[src/rtl/adc_ddr_writer_if.sv]
// Memory write-port bundle between adc_ddr_writer (master) and a memory controller (slave).
// A transfer happens on any cycle where Wr_Req and Wr_Ack are both high.
interface adc_ddr_writer_if #(
  parameter int ADDR_W = 32
);
  logic              Wr_Req;
  logic [ADDR_W-1:0] Wr_Addr;
  logic [31:0]       Wr_Data;
  logic              Wr_Ack;

  modport master (output Wr_Req, Wr_Addr, Wr_Data, input Wr_Ack);
  modport slave  (input Wr_Req, Wr_Addr, Wr_Data, output Wr_Ack);
endinterface

[src/rtl/adc_ddr_writer.sv]
// Packs 16-bit ADC samples into 32-bit words, buffers them and streams them to a memory write port.
// Optional macro ACQ_HEADER_EN prepends a {16'hA5A5, length} header word to every capture.
module adc_ddr_writer #(
  parameter int FIFO_DEPTH = 8,
  parameter int ADDR_W     = 32
) (
  input  logic              Clk,
  input  logic              Rst_n,
  input  logic [15:0]       ADC_Data,
  input  logic              ADC_Conv_Done,
  input  logic              DDR_WR_Start,
  input  logic [ADDR_W-1:0] Base_Addr,
  input  logic [15:0]       Acq_Length,
  adc_ddr_writer_if.master  wr,
  output logic              Busy,
  output logic              Acq_Done,
  output logic              Overflow
);

  localparam int PTR_W = $clog2(FIFO_DEPTH);
  localparam int CNT_W = PTR_W + 1;

  typedef enum logic [1:0] {
    S_IDLE    = 2'd0,
    S_CAPTURE = 2'd1,
    S_DRAIN   = 2'd2,
    S_DONE    = 2'd3
  } state_t;

`ifdef ACQ_HEADER_EN
  // A zero-length capture still has its header word to write out.
  localparam state_t ZERO_LEN_STATE = S_DRAIN;
`else
  localparam state_t ZERO_LEN_STATE = S_DONE;
`endif

  state_t            state, state_nxt;

  // Capture bookkeeping
  logic [15:0]       remaining;
  logic              half;
  logic [15:0]       low_half;
  logic [ADDR_W-1:0] addr;

  // FSM-decoded strobes
  logic              start_acc;
  logic              take;
  logic              last_take;
  logic              push;
  logic [31:0]       push_word;

  // Word buffer
  logic [31:0]       mem [FIFO_DEPTH];
  logic [PTR_W-1:0]  wr_ptr, rd_ptr;
  logic [CNT_W-1:0]  count;
  logic              empty, full;
  logic              do_push, pop;

  assign empty     = (count == '0);
  assign full      = (count == CNT_W'(FIFO_DEPTH));
  assign do_push   = push & ~full;
  assign pop       = wr.Wr_Req & wr.Wr_Ack;
  assign last_take = take & (remaining == 16'd1);

  // ---------------------------------------------------------------------------
  // FSM: state register
  // ---------------------------------------------------------------------------
  always_ff @(posedge Clk or negedge Rst_n) begin
    if (!Rst_n) state <= S_IDLE;
    else        state <= state_nxt;
  end

  // FSM: next-state logic
  always_comb begin
    // NOTE: every combinationally assigned signal gets a default first so no latch is inferred.
    state_nxt = state;
    case (state)
      S_IDLE:    if (DDR_WR_Start) state_nxt = (Acq_Length == 16'd0) ? ZERO_LEN_STATE : S_CAPTURE;
      S_CAPTURE: if (last_take)    state_nxt = S_DRAIN;
      S_DRAIN:   if (empty)        state_nxt = S_DONE;
      S_DONE:                      state_nxt = S_IDLE;
      default:                     state_nxt = S_IDLE;
    endcase
  end

  // FSM: output decode
  always_comb begin
    start_acc = 1'b0;
    take      = 1'b0;
    push      = 1'b0;
    push_word = '0;
    Busy      = 1'b0;
    Acq_Done  = 1'b0;
    case (state)
      S_IDLE: begin
        if (DDR_WR_Start) begin
          start_acc = 1'b1;
`ifdef ACQ_HEADER_EN
          push      = 1'b1;
          push_word = {16'hA5A5, Acq_Length};
`endif
        end
      end
      S_CAPTURE: begin
        Busy = 1'b1;
        if (ADC_Conv_Done) begin
          take = 1'b1;
          if (half) begin
            push      = 1'b1;
            push_word = {ADC_Data, low_half};
          end else if (remaining == 16'd1) begin
            // Odd length: the final sample goes out alone with a zero upper half.
            push      = 1'b1;
            push_word = {16'h0000, ADC_Data};
          end
        end
      end
      S_DRAIN: Busy = 1'b1;
      S_DONE: begin
        Busy     = 1'b1;
        Acq_Done = 1'b1;
      end
      default: ;
    endcase
  end

  // ---------------------------------------------------------------------------
  // Capture counters, packing register, write address and overflow flag
  // ---------------------------------------------------------------------------
  always_ff @(posedge Clk or negedge Rst_n) begin
    if (!Rst_n) begin
      remaining <= '0;
      half      <= 1'b0;
      low_half  <= '0;
      addr      <= '0;
      Overflow  <= 1'b0;
    end else begin
      if (start_acc) begin
        remaining <= Acq_Length;
        half      <= 1'b0;
        addr      <= Base_Addr;
        Overflow  <= 1'b0;
      end else begin
        if (take) begin
          // Dropped words still consume their samples, so the count always advances.
          remaining <= remaining - 16'd1;
          if (!half && !last_take) begin
            half     <= 1'b1;
            low_half <= ADC_Data;
          end else begin
            half     <= 1'b0;
          end
        end
        if (pop)          addr     <= addr + ADDR_W'(4);
        if (push && full) Overflow <= 1'b1;
      end
    end
  end

  // ---------------------------------------------------------------------------
  // Word buffer
  // ---------------------------------------------------------------------------
  always_ff @(posedge Clk or negedge Rst_n) begin
    if (!Rst_n) begin
      wr_ptr <= '0;
      rd_ptr <= '0;
      count  <= '0;
    end else begin
      if (do_push) wr_ptr <= wr_ptr + PTR_W'(1);
      if (pop)     rd_ptr <= rd_ptr + PTR_W'(1);
      case ({do_push, pop})
        2'b10:   count <= count + CNT_W'(1);
        2'b01:   count <= count - CNT_W'(1);
        default: ;
      endcase
    end
  end

  // NOTE: storage is deliberately not reset; reads are qualified by the occupancy count instead.
  always_ff @(posedge Clk) begin
    if (do_push) mem[wr_ptr] <= push_word;
  end

  assign wr.Wr_Req  = ~empty;
  assign wr.Wr_Addr = addr;
  assign wr.Wr_Data = empty ? 32'h0 : mem[rd_ptr];

endmodule

[src/flat_wrapper.sv]
// flat-port wrapper written by rule: the top's interface ports become plain ports
module adc_ddr_writer_flat 
#(
  parameter int FIFO_DEPTH = 8,
  parameter int ADDR_W     = 32
)
  (Clk, Rst_n, ADC_Data, ADC_Conv_Done, DDR_WR_Start, Base_Addr, Acq_Length, Busy, Acq_Done, Overflow, wr_Wr_Req, wr_Wr_Addr, wr_Wr_Data, wr_Wr_Ack);
  adc_ddr_writer_if #(.ADDR_W(ADDR_W)) wr_i ();
  input  logic Clk;
  input  logic Rst_n;
  input  logic [15:0] ADC_Data;
  input  logic ADC_Conv_Done;
  input  logic DDR_WR_Start;
  input  logic [ADDR_W-1:0] Base_Addr;
  input  logic [15:0] Acq_Length;
  output logic Busy;
  output logic Acq_Done;
  output logic Overflow;
  output wire logic [$bits(wr_i.Wr_Req)-1:0] wr_Wr_Req;
  output wire logic [$bits(wr_i.Wr_Addr)-1:0] wr_Wr_Addr;
  output wire logic [$bits(wr_i.Wr_Data)-1:0] wr_Wr_Data;
  input wire logic [$bits(wr_i.Wr_Ack)-1:0] wr_Wr_Ack;
  assign wr_Wr_Req = wr_i.Wr_Req;
  assign wr_Wr_Addr = wr_i.Wr_Addr;
  assign wr_Wr_Data = wr_i.Wr_Data;
  assign wr_i.Wr_Ack = wr_Wr_Ack;
  adc_ddr_writer #(.FIFO_DEPTH(FIFO_DEPTH), .ADDR_W(ADDR_W)) u_core (.Clk(Clk), .Rst_n(Rst_n), .ADC_Data(ADC_Data), .ADC_Conv_Done(ADC_Conv_Done), .DDR_WR_Start(DDR_WR_Start), .Base_Addr(Base_Addr), .Acq_Length(Acq_Length), .wr(wr_i), .Busy(Busy), .Acq_Done(Acq_Done), .Overflow(Overflow));
endmodule
[config.mk]
export PLATFORM = sky130hd
export DESIGN_NAME = adc_ddr_writer_flat
export DESIGN_NICKNAME = d
export VERILOG_FILES = /design/src/rtl/adc_ddr_writer_if.sv /design/src/rtl/adc_ddr_writer.sv /design/src/flat_wrapper.sv
export SDC_FILE = /design/constraint.sdc
export NUM_CORES = 1
export LEC_CHECK = 0
export CORE_AREA = 3 3 149 223
export CTS_CLUSTER_SIZE = 25
export DETAILED_ROUTE_END_ITERATION = 12
export DIE_AREA = 0 0 152 226
export REMOVE_ABC_BUFFERS = 1
export SLEW_MARGIN = 0
export SYNTH_ARGS = -nofsm -noshare
export SYNTH_HDL_FRONTEND = slang
export SYNTH_SLANG_ARGS = --single-unit
[constraint.sdc]
create_clock -name Clk -period 11.9 [get_ports Clk]
set_clock_uncertainty 0.2 [all_clocks]
set_input_delay 2.38 -clock Clk [delete_from_list [all_inputs] [get_ports Clk]]
set_output_delay 2.38 -clock Clk [all_outputs]
set_load 0.005 [all_outputs]
# Yosys cells after proc, flatten, opt, wreduce, memory -nomap -nowiden
# Memory sizes are Yosys's and may differ from the RTL's.
# Index checks and enable logic that the tools add are counted.
[word_totals] regBits=78 ram_bits=256 inputBits=69 n_memories=1 out_inout_bits=68 elab_cells=78
[classes] bitwise_logic=6 mux=32 n_reduce_logical=14 eq_ne=10 add_sub_neg=6
[mem_list] memory="u_core.mem" words=8 width=32 rd=1 rd_clocked_by_memory_dff=0 wr=1 line_no="adc_ddr_writer.sv:53" rtl="logic [31:0] mem [FIFO_DEPTH];"
[ops] operator="$mux W32" count=6
[ops] operator="$mux W16" count=3
[ops] operator="$add A32 B3 Y32 const B" count=1
[ops] operator="$mux W1" count=17
[ops] operator="$eq A16 B1 Y1 const B" count=1
[ops] operator="$logic_not A16 Y1" count=1
[ops] operator="$sub A16 B1 Y16 const B" count=1
[ops] operator="$mux W2" count=4
[ops] operator="$pmux W2 S4" count=1
[ops] operator="$pmux W4 S2" count=1
[ops] operator="$reduce_bool A2 Y1" count=4
[ops] operator="$add A3 B1 Y3 const B" count=2
[ops] operator="$eq A2 B2 Y1 const B" count=3
[ops] operator="$reduce_and A3 Y1" count=2
[ops] operator="$add A4 B1 Y4 const B" count=1
[ops] operator="$eq A2 B1 Y1 const B" count=2
[ops] operator="$eq A4 B4 Y1 const B" count=1
[ops] operator="$logic_not A4 Y1" count=1
[ops] operator="$ne A2 B1 Y1 const B" count=2
[ops] operator="$sub A4 B1 Y4 const B" count=1
[ops] operator="$and A1 B1 Y1" count=3
[ops] operator="$not A1 Y1" count=3
[ops] operator="$reduce_or A3 Y1" count=1
[ops] operator="$logic_and A1 B1 Y1" count=2
[ops] operator="other kinds (3)" count=4

# Logic depth before layout (Yosys ltp)
[logic_depth] word_depth=8 ltp_mapped=12 mapped_depth_nobuf=12

# Worst setup path after synthesis
# OpenSTA, ideal clock, no wires.
[synth_timing] path_type="input-to-reg" start="input ADC_Conv_Done" end="memory u_core.mem[2][0] (enable)" setup_time_ns=0.513 required_time_ns=11.187 path_slack_ns=4.531 arrival_time_ns=6.656 cell_stages=5 path_buffers=1 path_cell_list="clkbuf_1 -> nand2_1 -> nor2_1 -> nand2_1 -> nor4b_1"
[synth_between] elab_chain_len=5
[synth_lines] item="from (decl)" line_no="flat_wrapper.sv:12" rtl="input logic ADC_Conv_Done;"
[synth_lines] item="$mux W1" line_no="adc_ddr_writer.sv:106" rtl="if (ADC_Conv_Done) begin"
[synth_lines] item="$mux W1" line_no="adc_ddr_writer.sv:94" rtl="case (state)"
[synth_lines] item="$and A1 B1 Y1" line_no="adc_ddr_writer.sv:61" rtl="assign do_push = push & ~full;"
[synth_lines] item="$mux W1" line_no="adc_ddr_writer.sv:181" rtl="if (do_push) mem[wr_ptr] <= push_word;"
[synth_lines] item="$mux W1 (implied by the code)" line_no="adc_ddr_writer.sv:181"
[synth_lines] item="to (decl)" line_no="adc_ddr_writer.sv:53"
# Every way passes these cells.

# Final worst setup path
[layout_timing] start="register u_core.rd_ptr[0]" end="output wr_Wr_Data[28]"
[layout_between] elab_chain_len=2
[layout_lines] item="from (decl)" line_no="adc_ddr_writer.sv:54" rtl="logic [PTR_W-1:0] wr_ptr, rd_ptr;"
[layout_lines] item="from (signal assigned)" line_no="adc_ddr_writer.sv:170" rtl="if (pop) rd_ptr <= rd_ptr + PTR_W'(1);"
[layout_lines] item="$mem_v2 Z8 W32"
[layout_lines] item="$mux W32" line_no="adc_ddr_writer.sv:186" rtl="assign wr.Wr_Data = empty ? 32'h0 : mem[rd_ptr];"
[layout_lines] item="to (decl)" line_no="flat_wrapper.sv:21" rtl="output wire logic [$bits(wr_i.Wr_Data)-1:0] wr_Wr_Data;"
# Every way passes these cells.

==> results by group <==
Route
  • Vias: 7822
  • Wirelength per Cell: 21.1 microns
  • ANT nets after route: 0
  • Routed vias/inst: 5.42
  • Detailed Route WL: 30500 microns
  • First-pass DRT Iterations: 5
  • DR iter-0 viols: 357
  • Residual DRC count: 0

Setup path
  • Buffers & Inverters on Critical Path: 2
  • Worst setup SP type: flop
  • Crit Path Category: flop to output pin
  • Crit path max fanout: 46
  • Critical path's top delay family: buffers and inverters
  • Critical-path top delay cell: buf_4
  • Critical Path End Type: output pin
  • WP data arrival: 3.39 ns
  • CP Data Required Time: 9.32 ns
  • Max stage delay on crit path: 0.81 ns
  • CP Cell Sequence: buf_4 -> mux4_2 -> mux2i_1 -> nor2_1 -> clkdlybuf4s50_1

STA
  • Max_slew headroom: 20.8%
  • Setup TNS: 0 ns
  • Final hold violation count: 0
  • Final Max Slew Viols: 0
  • Min Clock Period, post-route: 5.97 ns
  • Tcrit/Tclk final: 50.2%
  • Least-Margin Pin Slew: 1.18 ns
  • Worst hold margin: 0.290 ns
  • FMAX: 167 MHz
  • Final setup violation count: 0
  • RSZ-0062 raised after global routing: false

GRT
  • Vias in the first global route: 8366
  • Total GRT Usage: 17.6%
  • Initial antenna violation count: 0
  • Grt ovf: 0
  • Pin count of the biggest net entering global routing: 90
  • First-pass GRT wire length: 47200 microns

Logic synthesis
  • Synth area leaders: edfxtp_1 54%, dfrtp_1 14%, mux4_2 10%
  • Sequential share of the synthesized area: 68.3%
  • Mapped Area: 14100 sq um
  • Yosys warnings: 0
  • Cell variety after synth: 50
  • Top cell type's share of synthesized area: 54.5%
  • Commonest cells in the netlist: 256 x edfxtp_1, 78 x dfrtp_1, 73 x nand2_1
  • Cell count after synthesis: 867
  • Ys flop type: edfxtp_1
  • Most frequent cell after synthesis: edfxtp_1
  • Yosys reg bits: 334
  • Post-synth top area cell: edfxtp_1
  • EDFF count, synth: 256
  • Post-Syn Area per Cell: 16.3 sq um
  • Fraction of registers with async set/reset: 23.4%

Die
  • Die H: 226 microns
  • Die Span X: 152 microns
  • Core Area: 31200 sq um
  • Top Ports: 137
  • Initial core utilization: 45.2%
  • Cell Rows: 79
  • Die area: 34400 sq um

CTS
  • Clk Tree Root Cell: clkbuf_16
  • H-tree levels: 1
  • CTS tree: yes
  • Setup Fix Bufs, Post-CTS: 0
  • Max Root-Sink Buffers: 3
  • Clk sinks: 334
  • Worst-skew pair later-pin latency: 0.56 ns
  • Clk slew on worst S/H paths: 0.06 ns
  • CTS buffer count: 31
  • # resized after CTS: 0
  • CTS hold repair buffers: 0

Layout
  • FILL cells: 2581
  • Sequential cell area: 9650 sq um
  • Layout cells sized above 1: 17.5%
  • Nets: 1098
  • Final Core Density: 54.5%
  • Diodes inserted: 0
  • Final cell count without fillers: 1444
  • Multi-input logic area: 4300 sq um
  • Layout area overhead: 20.6%

Placement
  • RePlAce Congestion: 0.763
  • # port buffers: 136
  • Detailed Place HPWL: 17900 microns
  • Placed insts: 1388

Power
  • Peak VDD IR: 0.000124 V
  • Power Dens Cells: 222 nW/um^2
  • Total power: 3.78 mW
  • Pleak: 6.00 nW

Run status
  • Status: completed

Flow run
  • Max Cap Viol: 0

Worst hold path
  • Hold Crit Class: flop to flop
worst reg2reg max path, stage by stage (launching register included):
cell	delay, ns
dfrtp_1	0.47
o41ai_2	0.87
clkinv_1	0.55
ha_1	0.43
xor2_1	0.18
ha_1	0.19
a21oi_1	0.14
xor2_1	0.16
nor2_1	0.07
xor2_1	0.14
per-stage QoR:
step                instance area, sq um  worst slack, ns
floorplan                          13900             4.77
global placement                   16000             6.39
detailed placement                 16000             6.39
CTS                                17000             5.78
global route                       17000             5.63
finish                             17000             5.93
kinds of logic (layout without fill, tap and decap cells):
group / Yosys count / count (layout) / synth area share [%]
AO/OA/AOI/OAI: 77 / 77 / 3.46
XOR/XNOR: 52 / 52 / 3.23
adder cells (fa/ha/maj): 13 / 13 / 1.15
buffers and inverters: 53 / 225 / 1.58
flip-flops: 334 / 334 / 68.3
multiplexers: 115 / 115 / 14.0
AND/OR/NAND/NOR: 223 / 223 / 8.22
worst paths after layout:
kind	from	to	slack (ns)	cells past startpoint
worst max-delay path	u_core.rd_ptr[0]	wr_Wr_Data[28]	5.93	5
worst min-delay path	u_core.wr.Wr_Addr[1]	u_core.wr.Wr_Addr[1]	0.29	2
worst max register to register	u_core.count[2]	u_core.count[2]	8.39	9
worst min register to register	u_core.wr.Wr_Addr[1]	u_core.wr.Wr_Addr[1]	0.29	2
max in group asynchronous	Rst_n	u_core.rd_ptr[0]	8.84	2
min in group asynchronous	Rst_n	u_core.wr.Wr_Addr[29]	1.59	1
routing by layer:
layer	wire, microns	global-route usage (%)	part of all wire [%]
met1	12000	20.7	39
met2	16100	32.8	53
met3	1840	3.83	6.0
met4	505	4.32	1.7
met5	0	0	0
flip-flops by register name, summed over array words and instances, names as in the netlist:
| register | cells |
|---|---|
| u_core.state | 2 |
| u_core.mem | 256 |
| u_core.low_half | 16 |
| u_core.Overflow | 1 |
| u_core.rd_ptr | 3 |
| u_core.count | 4 |
| u_core.remaining | 16 |
| u_core.wr_ptr | 3 |
| u_core.wr.Wr_Addr | 32 |
| u_core.half | 1 |
where the power goes:
group	internal (mW)	switching [mW]
Combinational	0.691	0.528
Sequential	1.41	0.173
Clock	0.556	0.414
Total	2.66	1.12
area by class of cell:
class | count | share of cell area, %
clock buffers | 39 | 4.85
clock inverters | 17 | 1.00
inverters | 11 | 0.243
multi-input cells | 480 | 25.3
flip-flops and latches | 334 | 56.7
well taps | 405 | 2.98
repair buffers | 158 | 8.96
layout by cell type, fill, tap and decap left out, types with 4 or more instances in the layout:
cell type	n
nand2_1	73
mux2_2	16
xnor2_1	19
a22o_1	16
clkbuf_1	6
dfrtp_1	75
mux4_2	64
nor4_1	6
xor2_1	33
clkbuf_16	31
nor2b_1	4
nor2_1	52
and2_1	16
mux2i_1	33
clkdlybuf4s50_1	135
nor3_1	8
nand4_1	14
inv_1	10
edfxtp_1	256
a21oi_1	8
nand3_1	17
clkinv_2	8
o21ai_0	43
buf_4	23
ha_1	13
Power figures use the tool's default switching activity.
